## src/rtl/scancode_sequencer_pkg.sv

```systemverilog
// ============================================================================
// scancode_sequencer_pkg : scan-code constants and sequencer state encoding
// Revision: 1.0
// ============================================================================
`default_nettype none

package scancode_sequencer_pkg;

  localparam logic [7:0] SC_BREAK   = 8'hF0;
  localparam logic [7:0] SC_EXT     = 8'hE0;
  localparam logic [7:0] SC_NONE    = 8'h00;
  localparam logic [6:0] ASCII_NONE = 7'h00;

  typedef enum logic [2:0] {
    ST_IDLE    = 3'd0,
    ST_BRK     = 3'd1,
    ST_EXT     = 3'd2,
    ST_EXT_BRK = 3'd3,
    ST_ISSUE   = 3'd4
  } seq_state_t;

endpackage

`default_nettype wire

```

## src/rtl/scancode_sequencer_char_fifo.sv

```systemverilog
// ============================================================================
// char_fifo : show-ahead circular character FIFO with sticky overflow flag
// Revision: 1.0
// ============================================================================
`default_nettype none

module char_fifo
  import scancode_sequencer_pkg::*;
#(
  parameter int DEPTH = 8
) (
  input  logic                   clk,
  input  logic                   rst,
  input  logic                   push,
  input  logic [6:0]             din,
  input  logic                   pop_req,
  output logic [6:0]             dout,
  output logic                   valid,
  output logic [$clog2(DEPTH):0] count,
  output logic                   overflow,
  input  logic                   overflow_clear
);

  localparam int AW = $clog2(DEPTH);
  localparam int CW = AW + 1;
  localparam logic [CW-1:0] COUNT_FULL = CW'(DEPTH);

  logic [6:0]    mem [DEPTH];
  logic [AW-1:0] rd_ptr;
  logic [AW-1:0] wr_ptr;
  logic          full;
  logic          pop;
  logic          wr_en;
  logic          drop;

  assign full  = (count == COUNT_FULL);
  assign valid = (count != '0);
  assign pop   = pop_req && valid;
  // A pop in the same cycle frees the slot, so a push while full is accepted.
  assign wr_en = push && (!full || pop);
  assign drop  = push && full && !pop;
  assign dout  = valid ? mem[rd_ptr] : ASCII_NONE;

  always_ff @(posedge clk) begin
    if (wr_en) begin
      mem[wr_ptr] <= din;
    end
  end

  always_ff @(posedge clk or posedge rst) begin
    if (rst) begin
      rd_ptr   <= '0;
      wr_ptr   <= '0;
      count    <= '0;
      overflow <= 1'b0;
    end else begin
      if (wr_en) begin
        wr_ptr <= wr_ptr + AW'(1);
      end
      if (pop) begin
        rd_ptr <= rd_ptr + AW'(1);
      end
      unique case ({wr_en, pop})
        2'b10:   count <= count + CW'(1);
        2'b01:   count <= count - CW'(1);
        default: count <= count;
      endcase
      if (drop) begin
        overflow <= 1'b1;
      end else if (overflow_clear) begin
        overflow <= 1'b0;
      end
    end
  end

endmodule

`default_nettype wire

```

## src/rtl/scancode_sequencer.sv

```systemverilog
// ============================================================================
// scancode_sequencer : PS/2 byte-stream parser driving the ASCII converter
// Revision: 1.0
// ============================================================================
`default_nettype none

module scancode_sequencer
  import scancode_sequencer_pkg::*;
#(
  parameter int FIFO_DEPTH     = 8,
  parameter int TIMEOUT_CYCLES = 100000,
  parameter int TO_W           = 17
) (
  input  logic                        Clock,
  input  logic                        Reset,
  input  logic [7:0]                  ByteIn,
  input  logic                        ByteValid,
  output logic [7:0]                  ConvActual,
  output logic [7:0]                  ConvAnterior,
  output logic                        ConvScanCodeType,
  input  logic [6:0]                  ConvAscii,
  input  logic                        ConvNewAscii,
  output logic [6:0]                  CharOut,
  output logic                        CharValid,
  input  logic                        CharRead,
  output logic [$clog2(FIFO_DEPTH):0] Count,
  output logic                        Overflow,
  input  logic                        OverflowClear,
  output logic                        Busy
);

  localparam logic [TO_W-1:0] TO_LAST = TO_W'(TIMEOUT_CYCLES - 1);

  seq_state_t      state;
  seq_state_t      state_nxt;
  logic [7:0]      hold;
  logic            hold_full;
  logic [TO_W-1:0] to_cnt;
  logic            byte_evt;
  logic [7:0]      cur_byte;
  logic            load_conv;
  logic [7:0]      ant_nxt;
  logic            waiting;
  logic            timeout;
  logic            push;

  // The held byte always precedes any fresh byte in arrival order.
  assign byte_evt = (state != ST_ISSUE) && (hold_full || ByteValid);
  assign cur_byte = hold_full ? hold : ByteIn;
  assign waiting  = (state == ST_BRK) || (state == ST_EXT) || (state == ST_EXT_BRK);
  assign timeout  = waiting && (to_cnt == TO_LAST);

  always_comb begin
    state_nxt = state;
    load_conv = 1'b0;
    ant_nxt   = SC_NONE;
    unique case (state)
      ST_IDLE, ST_BRK: begin
        // A prefix seen in BRK is a protocol error: restart as if from IDLE.
        if (byte_evt) begin
          if (cur_byte == SC_BREAK) begin
            state_nxt = ST_BRK;
          end else if (cur_byte == SC_EXT) begin
            state_nxt = ST_EXT;
          end else begin
            state_nxt = ST_ISSUE;
            load_conv = 1'b1;
            ant_nxt   = (state == ST_BRK) ? SC_BREAK : SC_NONE;
          end
        end else if (timeout) begin
          state_nxt = ST_IDLE;
        end
      end
      ST_EXT: begin
        if (byte_evt) begin
          state_nxt = (cur_byte == SC_BREAK) ? ST_EXT_BRK : ST_IDLE;
        end else if (timeout) begin
          state_nxt = ST_IDLE;
        end
      end
      ST_EXT_BRK: begin
        if (byte_evt || timeout) begin
          state_nxt = ST_IDLE;
        end
      end
      ST_ISSUE: state_nxt = ST_IDLE;
      default:  state_nxt = ST_IDLE;
    endcase
  end

  always_ff @(posedge Clock or posedge Reset) begin
    if (Reset) begin
      state        <= ST_IDLE;
      ConvActual   <= SC_NONE;
      ConvAnterior <= SC_NONE;
      hold         <= SC_NONE;
      hold_full    <= 1'b0;
      to_cnt       <= '0;
    end else begin
      state <= state_nxt;
      if (load_conv) begin
        ConvActual   <= cur_byte;
        ConvAnterior <= ant_nxt;
      end
      if (state == ST_ISSUE) begin
        if (ByteValid) begin
          hold      <= ByteIn;
          hold_full <= 1'b1;
        end
      end else if (hold_full) begin
        // Held byte is consumed this cycle; a simultaneous new byte takes its place.
        if (ByteValid) begin
          hold <= ByteIn;
        end else begin
          hold_full <= 1'b0;
        end
      end
      if (!waiting || byte_evt || (state_nxt != state)) begin
        to_cnt <= '0;
      end else begin
        to_cnt <= to_cnt + TO_W'(1);
      end
    end
  end

  assign ConvScanCodeType = (state == ST_ISSUE);
  assign push             = ConvScanCodeType && ConvNewAscii && (ConvAscii != ASCII_NONE);
  assign Busy             = (state != ST_IDLE) || hold_full;

  char_fifo #(
    .DEPTH(FIFO_DEPTH)
  ) u_char_fifo (
    .clk            (Clock),
    .rst            (Reset),
    .push           (push),
    .din            (ConvAscii),
    .pop_req        (CharRead),
    .dout           (CharOut),
    .valid          (CharValid),
    .count          (Count),
    .overflow       (Overflow),
    .overflow_clear (OverflowClear)
  );

endmodule

`default_nettype wire
```

## config.mk

```make
export PLATFORM = sky130hd
export DESIGN_NAME = scancode_sequencer
export DESIGN_NICKNAME = d
export VERILOG_FILES = /design/src/rtl/scancode_sequencer_pkg.sv /design/src/rtl/scancode_sequencer_char_fifo.sv /design/src/rtl/scancode_sequencer.sv
export SDC_FILE = /design/constraint.sdc
export NUM_CORES = 1
export LEC_CHECK = 0
export ABC_AREA = 1
export BUFFER_PORTS_ARGS = -buffer_cell sky130_fd_sc_hd__buf_4
export CAP_MARGIN = 20
export CORE_ASPECT_RATIO = 0.9
export CORE_UTILIZATION = 58
export DETAILED_ROUTE_END_ITERATION = 10
export PLACE_DENSITY_LB_ADDON = 0.05
export SYNTH_ARGS = -nofsm -noshare
export SYNTH_HDL_FRONTEND = slang
export SYNTH_SLANG_ARGS = --single-unit
```

## constraint.sdc

```tcl
create_clock -name Clock -period 2.65 [get_ports Clock]
set_input_delay 0.265 -clock Clock [delete_from_list [all_inputs] [get_ports Clock]]
set_output_delay 0.265 -clock Clock [all_outputs]
set_load 0.01 [all_outputs]
```

==> results by group, run 1 <==
Run status
  – Status: finished with violations
  – Failing checks: design-rule violations

Layout
  – Area Growth Syn to Fin: 15.1%
  – Nets: 575
  – N_diodes: 0
  – Share of layout cells above drive strength 1: 0.167

Synth
  – Async S/R FF share, synth: 0.467
  – Largest cells by area after synthesis: edfxtp_1, dfrtp_1, nor2_1, nand2_1, o21ai_0
  – Area share of the largest cell type after synthesis: 0.352
  – Synth warn: 0
  – Commonest cells post-synth: nor2_1, nand2_1, edfxtp_1, o21ai_0, dfrtp_1
  – Most common cell in the synthesized netlist: nor2_1
  – Main synth FF type: edfxtp_1
  – Post-synthesis sequential area ratio: 0.608
  – Cells after Synth: 488
  – Yosys reg bits: 105
  – Area leader, netlist: edfxtp_1
  – Synth Cell Area: 0.00478 mm^2
  – Post-synth cell types: 32
  – Syn_area_per_cell: 9.80 um^2
  – Count of flip-flops with a built-in enable after synthesis: 56

Clock tree
  – Post-CTS setup buffer count: 0
  – Sink Count: 105
  – Clk_lat worst skew: 380 ps
  – Worst-path clk slew: 90 ps
  – CTS Root Cell: clkbuf_8
  – H-Tree Depth: 3
  – Num CTS Buffers: 9
  – CTS tree: built
  – Clock buffer depth: 2

STA
  – Slew at the pin with the worst max-slew slack: 768 ps
  – Unrepaired setup endpoints after global routing: no
  – Final WS setup: 253 ps
  – Setup TNS: 0 ps
  – Rel. slew slack: 0.486
  – # setup viols final: 0
  – Fin. max-slew vios: 0
  – Final worst-path cycle share: 0.904
  – Final min period: 2400 ps
  – Final Hold Vio Count: 0
  – Final setup skew: 21.9 ps
  – Achievable Freq: 0.417 GHz

Die
  – Core ar.: 0.00803 mm^2
  – Height of the die: 88.1 um
  – Initial Utilization: 0.596
  – Number of top-level pins: 52
  – # rows: 31
  – Die area: 0.00861 mm^2
  – Die span in x: 97.7 um

Drt
  – Drt drc: 8
  – Total wire length: 9.79 mm
  – Via density: 5.37
  – Drt wl/cell: 15.0 um
  – Via count: 3494
  – Post-DRT Antenna Nets: 0
  – First-pass DRT Iterations: 7
  – DRT iter0 DRCs: 246

Worst setup path
  – Critical Path Source Type: flop
  – CP max stage delay: 430 ps
  – Crit-path cells: nor2_1 -> inv_1 -> nor3_1 -> nor2_1 -> ha_1 -> ha_1 -> nand2_1 -> nor2_1 -> a211oi_1 -> nor2_1 -> nor2_1 -> nand2_1 -> xor2_1
  – Worst path slowest cell: dfrtp_1
  – Crit-path most repeated cell: nor2_1
  – Setup CP Type: flop to flop
  – Crit end category: flop
  – CP Data Arrival Time: 2650 ps
  – Worst-path maximum fanout: 5
  – Worst path required time: 2910 ps

Power and ir drop
  – Maximum vdd drop: 591 uV
  – Leakage: 2.31 nW
  – Power Dens Cells: 1020 mW/mm^2

GRT
  – GR Overflow Total: 0
  – Vias in the first global route: 3273
  – Largest net degree at the start of global routing: 31
  – Total track usage: 0.243
  – Initial antenna violation count: 0
  – First-pass GRT wire length: 16.0 mm

Flow run
  – Number of max-cap violations: 0

Placement
  – I/O Buffers: 47
  – DP HPWL: 6.48 mm
  – GPL Wtd Cong: 0.879
  – Post-Place Setup Slack: 234 ps

Min path
  – Hold WC Path Type: input pin to flop
[layer usage]
layer	track usage	vias up	part of all wire
li1	-	1738	-
met1	0.313	1672	0.44
met2	0.417	71	0.50
met3	0.0583	13	0.041
met4	0.0702	0	0.015
met5	0	-	0
[cell families after synthesis]
group                    after synthesis  share of synthesized area
buffers and inverters                 63                     0.0610
multiplexers                           4                    0.00942
flip-flops                           105                      0.608
other                                  1                   0.000784
AND/OR/NAND/NOR                      214                      0.184
XOR/XNOR                              16                     0.0293
AO/OA/AOI/OAI                         78                     0.0871
adder cells (fa/ha/maj)                7                     0.0199
[repair_timing]
| item | CTS | global route |
|---|---|---|
| gates resized for setup | 0 | 3 |
| endpoints found under the setup margin | 0 | 1 |
| hold buffers | 1 | 0 |
| endpoints found under the hold margin | 24 | 0 |
[state kept, by name (all words and copies together) (netlist names)]
signal	count
ConvActual	8
ConvAnterior	1
hold	8
hold_full	1
state	3
to_cnt	17
u_char_fifo.count	4
u_char_fifo.mem	56
u_char_fifo.overflow	1
u_char_fifo.rd_ptr	3
u_char_fifo.wr_ptr	3
[power breakdown]
| group | switching [mW] | leakage [nW] | internal [mW] |
|---|---|---|---|
| Sequential | 0.221 | 1.12 | 2.01 |
| Clock | 0.594 | 0.112 | 0.468 |
| Combinational | 1.36 | 1.08 | 0.940 |
[final timing paths]
kind / from / to / slack (ps) / cells after the start
setup / recovery: u_char_fifo.count[0]$_DFFE_PP0P_ / u_char_fifo.count[3]$_DFFE_PP0P_ / 250 / 13
hold / removal: OverflowClear / u_char_fifo.overflow$_DFFE_PP0P_ / 90 / 2
setup reg to reg: u_char_fifo.count[0]$_DFFE_PP0P_ / u_char_fifo.count[3]$_DFFE_PP0P_ / 250 / 13
hold reg to reg: to_cnt[0]$_DFF_PP0_ / to_cnt[0]$_DFF_PP0_ / 470 / 1
max in group asynchronous: Reset / state[2]$_DFF_PP0_ / 1400 / 4
min in group asynchronous: Reset / u_char_fifo.rd_ptr[2]$_DFFE_PP0P_ / 490 / 3
[final cells by class]
cell class              count  area, um^2
clock buffers               9         124
clock inverters             7        92.6
fillers                   644        2530
inverters                  43         161
multi-input cells         323        1600
flip-flops and latches    105        2910
well taps                  99         124
repair buffers             65         490
[worst max-delay path: cells and delay by family (launching register included)]
family	cells	cell delay [ps]
AND/OR/NAND/NOR	8	840
adder cells (fa/ha/maj)	2	570
flip-flops	1	430
AO/OA/AOI/OAI	1	240
XOR/XNOR	1	130
buffers and inverters	1	70
[placed cells by master (no fill, tap or decap), types with 6 or more instances in the layout]
master and count:
o21ai_0 50, o22ai_1 9, xor2_1 13, dfrtp_1 47
nor2_1 91, nor3_1 14, nand3_1 14, clkbuf_8 9
nand2_1 84, a21oi_1 7, edfxtp_1 56, ha_1 6
inv_1 41, a31oi_1 10, buf_4 64
[stage by stage]
stage	total power, mW	std cells	hold WS [ps]	util	cell area, um^2
global placement	4.48	634	331	0.656	5270
finish	5.59	651	91.5	0.685	5500
global route	6.00	651	88.3	0.685	5500
CTS	5.60	651	75.0	0.684	5490
floorplan	3.74	491	364	-	4790
detailed placement	4.55	634	345	0.656	5270
No activity file was read; power rests on OpenSTA's default activity.
==> inputs of run 2 (changes only) <==
--- a/config.mk
+++ b/config.mk
@@ -8,7 +8,7 @@
 export ABC_AREA = 1
 export BUFFER_PORTS_ARGS = -buffer_cell sky130_fd_sc_hd__buf_4
 export CAP_MARGIN = 20
-export CORE_ASPECT_RATIO = 0.9
+export CORE_ASPECT_RATIO = 1.1
 export CORE_UTILIZATION = 58
 export DETAILED_ROUTE_END_ITERATION = 10
 export PLACE_DENSITY_LB_ADDON = 0.05
==> run 2 against run 1 <==
Against the previous run:
- the flow now finishes without violations
- critical path depth down 6
- routed wire length down 2.6%
- sequential power about the same
- global-route usage down 1.1 points
- die area about the same
- core utilization up 0.75 points
- clock power down 7%
- worst setup slack better by 4.5 ps
- first-iteration DRC count down 43%
- sequential share of layout area down 0.11 points
- final cell count up 1.5%
- highest routed layer unchanged
==> results by group, run 2 (same netlist as run 1, synthesis figures left out) <==
GRT
  – Total track usage: 0.232 (-0.0112)
  – Vias in the first global route: 3237 (-1.1%)
  – First-pass GRT wire length: 14.9 mm (-6.8%)
  – Largest net degree at the start of global routing: 31 (unchanged)
  – GR Overflow Total: 0 (unchanged)
  – Initial antenna violation count: 0 (unchanged)

Layout
  – Commonest non-fill, non-tap cell in the layout: nor2_1
  – Footprint of the multi-input gates: 0.00161 mm^2 (+0.31%)
  – Commonest non-fill, non-tap cells in the layout: nor2_1, nand2_1, buf_4
  – Cell Count, Final, Fillers Out: 661 (+1.5%)
  – Reg area: 0.00291 mm^2 (about the same)
  – Area Growth Syn to Fin: 15.3%
  – N_diodes: 0 (unchanged)
  – Nets: 576 (+0.17%)
  – Regs by FF count: u_char_fifo.mem x56, to_cnt x17
  – Share of layout cells above drive strength 1: 0.166 (-0.000301)
  – Top reg by flops: u_char_fifo.mem
  – Max FFs per register: 56 (unchanged)
  – Filler Cell Count: 630 (-2.2%)

Drt
  – Met2 WL post-DR: 4.97 mm (+1.6%)
  – Drt wl/cell: 14.4 um (-4.0%)
  – Post-DRT Antenna Nets: 0 (unchanged)
  – Via density: 5.25 (-2.3%)
  – Via count: 3467 (-0.77%)
  – Met3 Wirelength: 355 um (-11%)
  – Total wire length: 9.54 mm (-2.6%)
  – DRT iter0 DRCs: 139 (-43%)
  – Highest metal used: met4
  – First-pass DRT Iterations: 4 (-3)
  – Metal-1 WL: 4.07 mm (-6.6%)
  – Drt drc: 0 (-8)

Clock tree
  – Clk_lat worst skew: 370 ps (about the same)
  – H-Tree Depth: 3 (unchanged)
  – Post-CTS setup buffer count: 0 (unchanged)
  – Clock buffer depth: 2 (unchanged)
  – CTS Root Cell: clkbuf_8
  – Num CTS Buffers: 9 (unchanged)
  – Worst-path clk slew: 100 ps (about the same)
  – CTS tree: built
  – Sink Count: 105 (unchanged)

Power and ir drop
  – Power Dens Cells: 1010 mW/mm^2 (-1.0%)
  – Tot Pwr: 5.54 mW (-0.89%)
  – Maximum vdd drop: 548 uV (-7.3%)
  – Leakage: 2.30 nW (-0.27%)

Worst setup path
  – Crit end category: primary output
  – CP Data Arrival Time: 2130 ps (-520 ps)
  – Worst-path maximum fanout: 16 (+11)
  – Reg2reg setup slack: 290 ps (+40 ps)
  – Critical Path Source Type: flop
  – CP max stage delay: 360 ps (-70 ps)
  – Worst path required time: 2380 ps (-530 ps)
  – Worst path slowest cell: dfrtp_1
  – Setup CP Type: flop to primary output
  – Crit-path cells: clkinv_1 -> buf_4 -> o21ai_0 -> o22ai_1 -> o21ai_0 -> a31oi_1 -> buf_4

Placement
  – GPL Wtd Cong: 0.898 (+2.1%)
  – DP HPWL: 6.65 mm (+2.8%)
  – I/O Buffers: 47 (unchanged)
  – Dpl cells: 644 (+1.6%)

STA
  – Rel. slew slack: 0.498 (+0.0120)
  – # setup viols final: 0 (unchanged)
  – Final worst-path cycle share: 0.903 (-0.00168)
  – Setup TNS: 0 ps (unchanged)
  – Fin. max-slew vios: 0 (unchanged)
  – Final min period: 2390 ps (-4.46 ps)
  – Slew at the pin with the worst max-slew slack: 750 ps (-18.0 ps)
  – Final setup skew: 13.2 ps (-8.75 ps)
  – Final Hold Vio Count: 0 (unchanged)
  – Achievable Freq: 0.418 GHz (+0.19%)
  – Unrepaired setup endpoints after global routing: no

Min path
  – Hold WC Path Type: input pin to flop

Die
  – # rows: 34 (+9.7%)
  – Height of the die: 97.2 um (+10%)
  – Core ar.: 0.00796 mm^2 (-0.92%)
  – Initial Utilization: 0.601 (+0.00553)
  – Die area: 0.00861 mm^2 (about the same)
  – Die span in x: 88.6 um (-9.4%)
  – Number of top-level pins: 52 (unchanged)

Flow run
  – Number of max-cap violations: 0 (unchanged)

Run status
  – Status: completed
==> run 2: final timing paths <==
check	start	to	cells after the start
min in group asynchronous	Reset	u_char_fifo.rd_ptr[2]$_DFFE_PP0P_	3
hold reg to reg	to_cnt[0]$_DFF_PP0_	to_cnt[0]$_DFF_PP0_	1
setup reg to reg	state[1]$_DFF_PP0_	u_char_fifo.count[3]$_DFFE_PP0P_	13
max in group asynchronous	Reset	state[2]$_DFF_PP0_	4
hold / removal	OverflowClear	u_char_fifo.overflow$_DFFE_PP0P_	2
setup / recovery	u_char_fifo.rd_ptr[0]$_DFFE_PP0P_	CharOut[2]	7
==> run 2: stage by stage <==
| step | util | setup WS, ps | hold WS (ps) | cell area (um^2) |
|---|---|---|---|---|
| after floorplan | - | 153 | 364 | 4790 |
| after global placement | 0.665 | 283 | 357 | 5290 |
| after detailed placement | 0.665 | 197 | 358 | 5290 |
| after CTS | 0.691 | 234 | 77.3 | 5500 |
| after global routing | 0.693 | 10.5 | 90.1 | 5510 |
| final | 0.693 | 258 | 92.3 | 5510 |
==> run 2: repair_timing <==
| item | 4_1_cts | 5_1_grt |
|---|---|---|
| setup endpoints to repair | 0 | 1 |
| resized for setup | 0 | 3 |
| endpoints found under the hold margin | 26 | 0 |
| hold buffers | 1 | 0 |
==> run 2: layer usage <==
metal | global-route usage | vias to the layer above
met4 | 0.0918 | 0
met1 | 0.282 | 1647
met5 | 0 | -
met3 | 0.0331 | 15
met2 | 0.408 | 65
li1 | - | 1740
==> run 2: where the power goes <==
part | leakage (nW) | total, mW | internal, mW | switching, mW
Combinational | 1.08 | 2.31 | 0.960 | 1.35
Sequential | 1.12 | 2.24 | 2.01 | 0.237
Clock | 0.0990 | 0.989 | 0.450 | 0.539
Total | 2.30 | 5.54 | 3.42 | 2.12
==> run 2: worst max-delay path, delay by kind of cell, from the launching register on <==
kind	cells	cell delay (ps)
AO/OA/AOI/OAI	4	520
buffers and inverters	3	870
flip-flops	1	360
==> run 2: final cells by class <==
class	count	area share
multi-input cells	323	0.291
inverters	43	0.0293
flip-flops and latches	105	0.528
clock inverters	6	0.0136
repair buffers	66	0.0904
clock buffers	10	0.0232
well taps	108	0.0245
==> inputs of run 3 (changes only) <==
--- a/config.mk
+++ b/config.mk
@@ -6,7 +6,7 @@
 export NUM_CORES = 1
 export LEC_CHECK = 0
 export ABC_AREA = 1
-export BUFFER_PORTS_ARGS = -buffer_cell sky130_fd_sc_hd__buf_4
+export BUFFER_PORTS_ARGS = -buffer_cell sky130_fd_sc_hd__buf_2
 export CAP_MARGIN = 20
 export CORE_ASPECT_RATIO = 1.1
 export CORE_UTILIZATION = 58
==> run 3 against run 2 <==
Against the previous run:
- flip-flop and latch count did not move
- final cell count rose by 0.45%
- register-to-register slack got worse by 40 ps
- power fell by 4.4%
- hold slack improved by 9.1 ps
- critical path depth rose by 6
- count of clock-buffer cells in the layout did not move
- routed wire length fell by 0.79%
- combinational power fell by 6%
- maximum frequency fell by 0.50%
- first-iteration DRC count rose by 2.2%
- clock power fell by 9.8%
- highest routed layer unchanged
==> results by group, run 3 (same netlist as run 1, synthesis figures left out) <==
Power and ir drop
  – Leakage: 2.26 nW (-2.0%)
  – Seq pwr share: 0.424 (+0.019)
  – Sw power: 2.11 mW (-0.48%)
  – Tot Pwr: 5.30 mW (-4.4%)
  – Maximum vdd drop: 550 uV (+0.26%)
  – Power Dens Cells: 983 mW/mm^2 (-2.3%)
  – Combinational group share of total power: 0.408 (-0.008)
  – Sw Share: 0.399 (+0.0158)
  – Clock share of power: 0.168 (-0.010)
  – P_int: 3.18 mW (-6.9%)

Worst setup path
  – Worst path required time: 2910 ps (+530 ps)
  – FF-to-FF Start: state[1]$_DFF_PP0_
  – Crit end category: flop
  – CP Data Arrival Time: 2660 ps (+530 ps)
  – Critical Path Source Type: flop
  – Critical path startpoint: state[1]$_DFF_PP0_
  – Worst-path maximum fanout: 7 (-9)
  – Setup CP Type: flop to flop

Placement
  – DP HPWL: 6.62 mm (-0.48%)
  – Placed Area: 0.00519 mm^2 (-1.8%)
  – I/O Buffers: 47 (unchanged)
  – GPL Wtd Cong: 0.884 (-1.6%)
  – Dpl cells: 647 (+0.47%)
  – Post-Place Setup Slack: 142 ps (-54.9 ps)

STA
  – Final min period: 2400 ps (+12.1 ps)
  – Final Hold Vio Count: 0 (unchanged)
  – Slew at the pin with the worst max-slew slack: 740 ps (-10.0 ps)
  – Achievable Freq: 0.416 GHz (-0.50%)
  – Fin Hold WS: 101 ps (+9.12 ps)
  – Final setup skew: 10.2 ps (-3.00 ps)
  – Setup TNS: 0 ps (unchanged)
  – Final worst-path cycle share: 0.907 (+0.00455)
  – Final WS setup: 246 ps (-12.1 ps)
  – Unrepaired setup endpoints after global routing: no
  – # setup viols final: 0 (unchanged)
  – Fin. max-slew vios: 0 (unchanged)
  – Rel. slew slack: 0.505 (+0.00669)

Clock tree
  – CTS tree: built
  – Worst-path clk slew: 100 ps (about the same)
  – Num CTS Buffers: 9 (unchanged)
  – Sink Count: 105 (unchanged)
  – Post-CTS setup buffer count: 0 (unchanged)
  – CTS Root Cell: clkbuf_8
  – Clk_lat worst skew: 360 ps (about the same)
  – Clock buffer depth: 2 (unchanged)
  – H-Tree Depth: 3 (unchanged)

Drt
  – Drt drc: 0 (unchanged)
  – Post-DRT Antenna Nets: 0 (unchanged)
  – First-pass DRT Iterations: 5 (+1)
  – Via count: 3488 (+0.61%)
  – Via density: 5.25 (+0.15%)
  – Total wire length: 9.46 mm (-0.79%)
  – DRT iter0 DRCs: 142 (+2.2%)
  – Drt wl/cell: 14.3 um (-1.2%)

Die
  – Die area: 0.00861 mm^2 (unchanged)
  – Height of the die: 97.2 um (unchanged)
  – Core ar.: 0.00796 mm^2 (unchanged)
  – Initial Utilization: 0.601 (unchanged)
  – Die span in x: 88.6 um (unchanged)
  – # rows: 34 (unchanged)
  – Number of top-level pins: 52 (unchanged)

Layout
  – Share of layout cells above drive strength 1: 0.171 (+0.00450)
  – Area Growth Syn to Fin: 12.7%
  – Filler Cell Count: 652 (+3.5%)
  – Footprint of the multi-input gates: 0.00160 mm^2 (-0.31%)
  – Design Area, Final: 0.00539 mm^2 (-2.2%)
  – Commonest non-fill, non-tap cell in the layout: nor2_1
  – Nets: 579 (+0.52%)
  – Commonest non-fill, non-tap cells in the layout: nor2_1, nand2_1, edfxtp_1
  – Max FFs per register: 56 (unchanged)
  – Cell Count, Final, Fillers Out: 664 (+0.45%)
  – N_diodes: 0 (unchanged)
  – Post-layout util: 0.678 (-0.0153)
  – Reg area: 0.00291 mm^2 (about the same)
  – Regs by FF count: u_char_fifo.mem x56, to_cnt x17
  – Top reg by flops: u_char_fifo.mem

Flow run
  – Number of max-cap violations: 0 (unchanged)

GRT
  – GR Overflow Total: 0 (unchanged)
  – Total track usage: 0.240 (+0.00775)
  – Initial antenna violation count: 0 (unchanged)
  – First-pass GRT wire length: 15.4 mm (+3.2%)
  – Vias in the first global route: 3300 (+1.9%)
  – Largest net degree at the start of global routing: 31 (unchanged)

Min path
  – Hold WC Path Type: input pin to flop
  – Worst hold start: OverflowClear

Run status
  – Status: completed
run 3: cell types whose count changed in the layout (fill, tap and decap cells not counted), moves of 2 or more:
| cell | delta |
|---|---|
| buf_2 | +47 |
| buf_4 | -44 |
| clkinv_4 | -2 |
| clkinvlp_4 | +3 |
run 3: power by group through the flow:
stage	logic, mW	clock network (mW)	registers, mW
after floorplan	1.49	0	2.25
after global placement	2.09	0	2.26
after detailed placement	2.15	0	2.28
after CTS	2.17	0.917	2.24
after global routing	2.48	0.976	2.29
final	2.16	0.892	2.24
run 3: timing repair:
action | 4_1_cts | 5_1_grt
setup endpoints to repair | 0 | 1
resized for setup | 0 | 3
hold buffers | 1 | 0
hold endpoints to repair | 15 | 0
run 3: final timing paths:
kind,end,slack (ps),cells past startpoint
worst max-delay path,u_char_fifo.count[3]$_DFFE_PP0P_,250,13
worst min-delay path,u_char_fifo.overflow$_DFFE_PP0P_,100,2
worst max register to register,u_char_fifo.count[3]$_DFFE_PP0P_,250,13
worst min register to register,to_cnt[0]$_DFF_PP0_,470,1
max in group asynchronous,state[2]$_DFF_PP0_,1610,4
min in group asynchronous,u_char_fifo.count[3]$_DFFE_PP0P_,410,3
run 3: cell type report:
cell class | instances | share of cell area
multi-input cells | 323 | 0.297
clock inverters | 6 | 0.00975
well taps | 108 | 0.0251
flip-flops and latches | 105 | 0.540
repair buffers | 69 | 0.0747
clock buffers | 10 | 0.0237
inverters | 43 | 0.0299
run 3: routing by layer:
| layer | vias up | routed length, um | GRT usage |
|---|---|---|---|
| met1 | 1650 | 4070 | 0.297 |
| met3 | 14 | 333 | 0.0450 |
| met2 | 78 | 4900 | 0.415 |
| met4 | 0 | 155 | 0.0794 |
| met5 | - | 0 | 0 |
| li1 | 1746 | - | - |
run 3: worst max-delay path, cell delays in order (launching register included):
cell and delay (ps):
dfrtp_2 470, nor3_4 190, nand3_1 120, nor2_1 140
inv_1 90, ha_1 250, ha_1 330, nand2_1 80
nor2_1 40, a211oi_1 240, nor2_1 70, nor2_1 90
nand2_1 60, xor2_1 140
